File: src/rtl/ram_pkg.sv
`default_nettype none
// ============================================================================
// ram_pkg : shared FSM encoding, default widths and BIST pattern function
// Revision 1.0
// ============================================================================
package ram_pkg;

    localparam int ADDR_W_DEF = 10;
    localparam int DATA_W_DEF = 8;

    typedef logic [2:0] state_t;

    localparam state_t ST_IDLE  = 3'd0;
    localparam state_t ST_WRITE = 3'd1;
    localparam state_t ST_READ  = 3'd2;
    localparam state_t ST_CHECK = 3'd3;
    localparam state_t ST_DONE  = 3'd4;

    // Pattern for address n; callers keep the low DATA_W bits (mod 2^DATA_W).
    function automatic logic [31:0] ram_pattern(input logic [31:0] n, input logic [31:0] seed);
        return (n << 1) + seed;
    endfunction

endpackage
`default_nettype wire

File: src/rtl/ram_addr_counter.sv
`default_nettype none
// ============================================================================
// ram_addr_counter : wrapping address counter with clear, enable, terminal count
// Revision 1.0
// ============================================================================
module ram_addr_counter #(
    parameter int W = 10
) (
    input  logic         clk,
    input  logic         rst_n,
    input  logic         clr,
    input  logic         en,
    output logic [W-1:0] count,
    output logic         tc
);

    localparam logic [W-1:0] ONE = {{(W-1){1'b0}}, 1'b1};

    logic [W-1:0] count_q;
    logic [W-1:0] count_d;

    always_comb begin
        count_d = count_q;
        if (clr) begin
            count_d = '0;
        end else if (en) begin
            count_d = count_q + ONE;
        end
    end

    always_ff @(posedge clk or negedge rst_n) begin
        if (!rst_n) begin
            count_q <= '0;
        end else begin
            count_q <= count_d;
        end
    end

    assign count = count_q;
    assign tc    = (count_q == {W{1'b1}});

endmodule
`default_nettype wire

File: src/rtl/ram_bist_ctrl.sv
`default_nettype none
// ============================================================================
// ram_bist_ctrl : fill-then-check BIST sequencer for a single-port RAM
// Revision 1.0
// ============================================================================
module ram_bist_ctrl
    import ram_pkg::*;
#(
    parameter int ADDR_W = ADDR_W_DEF,
    parameter int DATA_W = DATA_W_DEF
) (
    input  logic              clk,
    input  logic              rst_n,
    input  logic              start,
    input  logic              abort,
    input  logic [DATA_W-1:0] seed,
    output logic [ADDR_W-1:0] address,
    output logic [DATA_W-1:0] data_in,
    output logic              write,
    output logic              select,
    input  logic [DATA_W-1:0] mem_rdata,
    output logic              busy,
    output logic              done,
    output logic              pass,
    output logic [ADDR_W:0]   fail_count,
    output logic [ADDR_W-1:0] first_fail_addr
);

    localparam logic [ADDR_W:0] FAIL_ONE = {{ADDR_W{1'b0}}, 1'b1};

    state_t              state_q, state_d;
    logic [DATA_W-1:0]   seed_q, seed_d;
    logic [ADDR_W:0]     fail_count_q, fail_count_d;
    logic [ADDR_W-1:0]   first_fail_addr_q, first_fail_addr_d;
    logic                pass_q, pass_d;
    logic                rd_valid_q, rd_valid_d;
    logic [ADDR_W-1:0]   rd_addr_q, rd_addr_d;

    logic [ADDR_W-1:0]   cnt;
    logic                cnt_clr;
    logic                cnt_en;
    logic                cnt_tc;

    logic [31:0]         wr_pat_full;
    logic [31:0]         exp_pat_full;
    logic [DATA_W-1:0]   wr_pat;
    logic [DATA_W-1:0]   exp_pat;
    logic                unused_pat_hi;
    logic                in_write;
    logic                in_read;
    logic                in_run;
    logic                mismatch;

    ram_addr_counter #(
        .W (ADDR_W)
    ) u_addr_cnt (
        .clk   (clk),
        .rst_n (rst_n),
        .clr   (cnt_clr),
        .en    (cnt_en),
        .count (cnt),
        .tc    (cnt_tc)
    );

    assign wr_pat_full   = ram_pattern(32'(cnt), 32'(seed_q));
    assign exp_pat_full  = ram_pattern(32'(rd_addr_q), 32'(seed_q));
    assign wr_pat        = wr_pat_full[DATA_W-1:0];
    assign exp_pat       = exp_pat_full[DATA_W-1:0];
    assign unused_pat_hi = ^{wr_pat_full[31:DATA_W], exp_pat_full[31:DATA_W]};

    assign in_write = (state_q == ST_WRITE);
    assign in_read  = (state_q == ST_READ);
    assign in_run   = in_write || in_read || (state_q == ST_CHECK);

    // Read data returns one cycle after its address, so compare against the delayed address.
    assign mismatch = rd_valid_q && (mem_rdata != exp_pat);

    always_comb begin
        state_d           = state_q;
        seed_d            = seed_q;
        fail_count_d      = fail_count_q;
        first_fail_addr_d = first_fail_addr_q;
        pass_d            = pass_q;
        rd_valid_d        = 1'b0;
        rd_addr_d         = rd_addr_q;
        cnt_clr           = 1'b0;
        cnt_en            = 1'b0;

        if (mismatch) begin
            fail_count_d = fail_count_q + FAIL_ONE;
            if (fail_count_q == '0) begin
                first_fail_addr_d = rd_addr_q;
            end
        end

        case (state_q)
            ST_IDLE: begin
                if (start && !abort) begin
                    state_d           = ST_WRITE;
                    seed_d            = seed;
                    fail_count_d      = '0;
                    first_fail_addr_d = '0;
                    pass_d            = 1'b0;
                    cnt_clr           = 1'b1;
                end
            end
            ST_WRITE: begin
                cnt_en = 1'b1;
                if (cnt_tc) begin
                    state_d = ST_READ;
                end
            end
            ST_READ: begin
                cnt_en     = 1'b1;
                rd_valid_d = 1'b1;
                rd_addr_d  = cnt;
                if (cnt_tc) begin
                    state_d = ST_CHECK;
                end
            end
            ST_CHECK: begin
                state_d = ST_DONE;
                pass_d  = (fail_count_d == '0);
            end
            ST_DONE: begin
                state_d = ST_IDLE;
            end
            default: begin
                state_d = ST_IDLE;
            end
        endcase

        if (abort && in_run) begin
            state_d    = ST_IDLE;
            cnt_clr    = 1'b1;
            cnt_en     = 1'b0;
            rd_valid_d = 1'b0;
            pass_d     = pass_q;
        end
    end

    always_ff @(posedge clk or negedge rst_n) begin
        if (!rst_n) begin
            state_q           <= ST_IDLE;
            seed_q            <= '0;
            fail_count_q      <= '0;
            first_fail_addr_q <= '0;
            pass_q            <= 1'b0;
            rd_valid_q        <= 1'b0;
            rd_addr_q         <= '0;
        end else begin
            state_q           <= state_d;
            seed_q            <= seed_d;
            fail_count_q      <= fail_count_d;
            first_fail_addr_q <= first_fail_addr_d;
            pass_q            <= pass_d;
            rd_valid_q        <= rd_valid_d;
            rd_addr_q         <= rd_addr_d;
        end
    end

    assign write           = in_write;
    assign select          = in_write || in_read;
    assign address         = (in_write || in_read) ? cnt : '0;
    assign data_in         = in_write ? wr_pat : '0;
    assign busy            = in_run;
    assign done            = (state_q == ST_DONE);
    assign pass            = pass_q;
    assign fail_count      = fail_count_q;
    assign first_fail_addr = first_fail_addr_q;

endmodule
`default_nettype wire
File: config.mk
export PLATFORM = sky130hd
export DESIGN_NAME = ram_bist_ctrl
export DESIGN_NICKNAME = d
export VERILOG_FILES = /design/src/rtl/ram_pkg.sv /design/src/rtl/ram_addr_counter.sv /design/src/rtl/ram_bist_ctrl.sv
export SDC_FILE = /design/constraint.sdc
export NUM_CORES = 1
export LEC_CHECK = 0
export BUFFER_PORTS_ARGS = -buffer_cell sky130_fd_sc_hd__buf_4
export CORE_MARGIN = 4
export CORE_UTILIZATION = 50
export CTS_CLUSTER_DIAMETER = 50
export DETAILED_ROUTE_END_ITERATION = 10
export PLACE_DENSITY = 0.85
export SLEW_MARGIN = 20
export SYNTH_ARGS = -nofsm -noshare
export SYNTH_HDL_FRONTEND = slang
export SYNTH_HIERARCHICAL = 1
export SYNTH_SLANG_ARGS = --single-unit
File: constraint.sdc
create_clock -name clk -period 2.55 [get_ports clk]
set_clock_uncertainty 0.05 [all_clocks]
set_input_delay 0 -clock clk [delete_from_list [all_inputs] [get_ports clk]]
set_output_delay 0 -clock clk [all_outputs]
set_load 0.01 [all_outputs]
# Word level (Yosys, flattened, before mapping)
# Index checks and enable logic that the tools add are counted.
classes:
  n_addsub: 4
  eq_ne: 10
  n_mux: 25
  bitwise: 1
  n_reduce_logical: 15
ops:
  columns: ["operator", "count"]
  rows:
  - ["$mux 10", 7]
  - ["$mux 11", 3]
  - ["$logic_not 11->1", 2]
  - ["$add 8x8->8", 2]
  - ["$mux 3", 4]
  - ["$pmux 3 s4", 1]
  - ["$add 11x1->11 const B", 1]
  - ["$add 10x1->10 const B", 1]
  - ["$eq 10x10->1 const B", 1]
  - ["$mux 1", 8]
  - ["$mux 8", 1]
  - ["$ne 8x8->1", 1]
  - ["$eq 3x2->1 const B", 2]
  - ["$ne 3x2->1 const B", 2]
  - ["$reduce_and 3->1", 2]
  - ["$reduce_bool 2->1", 2]
  - ["$eq 3x1->1 const B", 1]
  - ["$eq 3x3->1 const B", 1]
  - ["$logic_and 1x1->1", 3]
  - ["$logic_not 3->1", 1]
  - ["$ne 3x3->1 const B", 1]
  - ["$logic_or 1x1->1", 2]
  - ["$ne 2x2->1 const B", 1]
  - ["$pmux 1 s2", 1]
  - ["other kinds (4)", 4]
totals:
  ff_bits: 54
  in_bits: 20
  out_inout_bits: 44
  wordCells: 63

# Depth between registers and ports, before layout
logic_depth:
  word_depth: 7
  ltp_mapped: 11
  ltp_nobuf: 10

# By module
# The synthesis kept the hierarchy.
by_module_without_submodules:
  columns: ["mod", "instances", "cells_each", "area_each_um2", "seq_area_each_um2"]
  rows:
  - ["ram_bist_ctrl", 1, 257, 2688.8, 1101.1]
  - ["ram_addr_counter", 1, 49, 504.2, 250.2]

# Least setup slack after synthesis
# No wires, ideal clock.
synth_timing:
  path_type: "register to register"
  start: "reg seed_q[1]"
  end: "reg first_fail_addr_q[0] (netlist: first_fail_addr[0])"
  setup_ns: 0.132
  arrival_time_ns: 2.474
  required_time_ns: 2.368
  setup_slack_ns: -0.105
  path_stages_with_launch: 11
  path_buffers: 1
  synth_period_minus_slack_ns: 2.655
  cell_sequence: "dfrtp_1 > ha_1 > fa_1 > xor2_1 > nor4_1 > o2111ai_2 > o21ai_4 > nand4b_4 > buf_12 > mux2i_1 > nor2_1"
synth_between:
  elab_chain_len: 6
synth_rtl:
  columns: ["item", "line", "text"]
  rows:
  - ["start: declaration", "ram_bist_ctrl.sv:32", "logic [DATA_W-1:0] seed_q, seed_d;"]
  - ["start signal: assignment", "ram_bist_ctrl.sv:145", "seed_q <= '0;"]
  - ["start signal: assignment", "ram_bist_ctrl.sv:153", "seed_q <= seed_d;"]
  - ["$add 8x8->8 (*)", "ram_pkg.sv:21", "return (n << 1) + seed;"]
  - ["$ne 8x8->1 (*)", "ram_bist_ctrl.sv:76", "assign mismatch = rd_valid_q && (mem_rdata != exp_pat);"]
  - ["$logic_and 1x1->1 (*)", "ram_bist_ctrl.sv:76", null]
  - ["$mux 10 (*)", "ram_bist_ctrl.sv:89", "if (mismatch) begin"]
  - ["$mux 10", "ram_bist_ctrl.sv:98", "if (start && !abort) begin"]
  - ["$mux 10 (*)", "ram_bist_ctrl.sv:96", "case (state_q)"]
  - ["net first_fail_addr_d[0]", "ram_bist_ctrl.sv:34", "logic [ADDR_W-1:0] first_fail_addr_q, first_fail_addr_d;"]
  - ["end signal: assignment", "ram_bist_ctrl.sv:155", "first_fail_addr_q <= first_fail_addr_d;"]
  - ["end: declaration", "ram_bist_ctrl.sv:34", null]
# The timed path passes the listed nets; every way through them passes the cells marked *.
# A chain may end at the register's enable or synchronous reset.

# Final worst setup path
layout_timing:
  start: "reg seed_q[1]"
  end: "reg pass_q (netlist: pass)"
layout_between:
  elab_chain_len: 6
layout_rtl:
  columns: ["item", "line", "text"]
  rows:
  - ["$add 8x8->8", "ram_pkg.sv:21", null]
  - ["$ne 8x8->1", "ram_bist_ctrl.sv:76", null]
  - ["$logic_and 1x1->1", "ram_bist_ctrl.sv:76", null]
  - ["$mux 11", "ram_bist_ctrl.sv:89", null]
  - ["$logic_not 11->1", "ram_bist_ctrl.sv:123", "pass_d = (fail_count_d == '0);"]
  - ["$pmux 1 s2", "ram_bist_ctrl.sv:96", null]
  - ["end signal: assignment", "ram_bist_ctrl.sv:156", "pass_q <= pass_d;"]
  - ["end: declaration", "ram_bist_ctrl.sv:35", "logic pass_q, pass_d;"]
# No other way between the ends.

==> out/qor.csv <==
metric,value,unit
routed length per instance,18.0,um
CTS Buf Count,5,
I/O Buffers,63,
first-pass GRT wire length,13300,um
mapped cell area,0.00319,mm2
Static Leak,0.00217,uW
Crit Path Class,flip-flop to flip-flop,
multi-input combinational cell area,0.00190,mm2
via-per-instance ratio,5.73,
"commonest non-fill, non-tap cell in the layout",buf_4,
Syn Nets,343,
First-pass DRT Iterations,5,
Critical Path RT,2.69,ns
fin nets,441,
post-layout minimum cycle time,2.72,ns
Core ar.,0.00606,mm2
ANT cells,0,
Sink Count,54,
vias in the first global route,2768,
CTS Buffer Depth,2,
pwr dens,461,mW/mm2
crit-path cells,"ha_2, fa_2, nand3_2, nand2_2, a31oi_4, xnor2_2, o21ai_4, buf_12, nor4_4, mux2i_1, o31ai_2",
Skew-Pair Late Insertion Delay,0.31,ns
post-route insts no fill,480,
fin util,0.708,
largest area contributor in the netlist,dfrtp_1,
class of the worst hold path,primary input to asynchronous set/reset pin,
Final GP Congestion,0.807,
Mean Syn Cell Area,10.4,um2
Placed Area,0.00388,mm2
die area,0.00773,mm2
status,finished with violations,
area grow syn2layout,34.4,%
cell count after synthesis,306,
crit path capture type,flip-flop,
fin crit share,1.07,
Peak VDD IR,0.320,mV
total wire length,8620,um
Worst setup SP type,flip-flop,
Max H-tree Level,2,
Final ANT Viol Nets,0,
Worst Setup SP,seed_q[1],
largest net degree at the start of global routing,55,
failing checks,setup timing,
x dimension of the die,87.9,um
critical path's largest stage delay,0.41,ns
most frequent cells in the layout,"buf_4, dfrtp_1, nor2_1",
total track usage,0.225,
worst slew pin tran,1.04,ns
clock slew at reported path FFs,0.10,ns
TritonCTS clock tree,yes,
share of cells above drive strength 1,0.365,
initial antenna violation count,0,
Yosys warnings,6,
RSZ-0062 raised after global routing,true,
setup ws final,-0.171,ns
Die H,87.9,um
placed insts,456,
row cnt,28,
worst r2r src,seed_q[1],
Pins Over Slew Limit,0,
synthesis-stage register bit count,54,
Post-synth EDFFs,0,
root buf cell,clkbuf_8,
vias,2751,
sequential fraction of the synthesis area,0.423,
f_max,367,MHz
worst-path fanout max,6,
Fillers,418,
Netlist cell types,48,
Initial Utilization,0.527,
I/O pins,64,
top_reg_cell synth,dfrtp_1,
Yosys top cell area share,0.423,
Reg area,0.00135,mm2
Final Hold Viols,0,
slowest cell on the critical path,dfrtp_1,
Overflow after GRT,0,
CP Data Arrival Time,2.86,ns
design area,0.00429,mm2
DRC viols,0,
max_slew headroom,0.301,
DPL Wire Length,5880,um
max_cap viols,0,
Detailed Route Iter0 Violations,115,
synth top area cells,"dfrtp_1, mux2_2, xnor2_1",
Post-synth ARST share,1.00,
final setup fails,18,
==> metal layers <==
metal | vias to the layer above | share of wire | wire length [um] | global-route usage
met5 | - | 0 | 0 | 0
met4 | 0 | 0.021 | 179 | 0.0739
met3 | 22 | 0.064 | 554 | 0.0442
met2 | 122 | 0.51 | 4420 | 0.395
met1 | 1345 | 0.40 | 3460 | 0.277
li1 | 1262 | - | - | -
==> cell families after synthesis <==
| family | count (synthesis) | share of synthesized area |
|---|---|---|
| flops | 54 | 0.423 |
| xor+xnor | 34 | 0.0933 |
| buf+inv | 20 | 0.0313 |
| fa+ha+maj | 17 | 0.0713 |
| mux | 33 | 0.112 |
| simple gates | 109 | 0.176 |
| compound gates | 39 | 0.0929 |
==> report_power, final <==
part | internal, uW | leakage [uW] | total [uW] | switching, uW
sequential | 887 | 0.000734 | 918 | 31.7
combinational | 225 | 0.00138 | 458 | 233
clock | 298 | 0.0000587 | 599 | 301
==> synthesized netlist by cell type, types with 8 or more instances <==
library cell	number
xor2_1	11
mux2_2	18
mux2i_1	14
inv_1	10
xnor2_1	23
nand3_1	8
a21oi_1	11
nor2b_1	10
ha_1	15
nor3_1	9
nand2_1	10
nor2_1	45
dfrtp_1	54
==> flip-flops by register name, summed over array words and instances, names as in the netlist <==
| name | count |
|---|---|
| u_addr_cnt/count | 10 |
| seed_q | 8 |
| pass | 1 |
| rd_valid_q | 1 |
| fail_count | 11 |
| state_q | 3 |
| rd_addr_q | 10 |
| first_fail_addr | 10 |
==> worst max-delay path: cells and delay by family (launching register included) <==
family,cells,cell delay (ns)
buffers and inverters,1,0.15
AND/OR/NAND/NOR,3,0.44
AO/OA/AOI/OAI,3,0.45
XOR/XNOR,1,0.18
flip-flops,1,0.41
adder cells (fa/ha/maj),2,0.58
multiplexers,1,0.32
==> through the flow <==
step | TNS (ns) | hold WS [ns] | setup WS (ns) | power (uW)
after floorplan | 0 | -0.346 | 0.00184 | 1150
after global placement | -0.277 | 0.0318 | -0.0531 | 1300
after detailed placement | -2.04 | 0.0345 | -0.198 | 1320
after CTS | -0.444 | 0.239 | -0.0777 | 1940
after global routing | -4.21 | 0.271 | -0.286 | 2060
final | -1.33 | 0.210 | -0.171 | 1980
==> repair_timing <==
action,CTS,global route
cloned,0,1
buffers inserted,1,3
resized for setup,9,16
endpoints found under the setup margin,19,27
hold buffers,11,0
pin swaps,5,13
endpoints found under the hold margin,65,0
==> cell type report <==
| type | count | area share |
|---|---|---|
| timing repair buffer | 100 | 0.184 |
| inverter | 10 | 0.00875 |
| tap | 75 | 0.0219 |
| sequential | 54 | 0.315 |
| clock buffer | 5 | 0.0160 |
| clock inverter | 3 | 0.0111 |
| multi-input combinational | 233 | 0.443 |
==> final timing paths <==
| kind | endpoint | slack, ns | cells past startpoint |
|---|---|---|---|
| setup reg to reg | pass | -0.17 | 11 |
| hold reg to reg | rd_addr_q[9] | 0.47 | 1 |
| setup / recovery | pass | -0.17 | 11 |
| hold / removal | state_q[1] | 0.21 | 2 |
| min in group clk | rd_valid_q | 0.40 | 3 |
| max in group asynchronous | first_fail_addr[4] | 1.80 | 2 |
(Power assumes the default switching activity.)
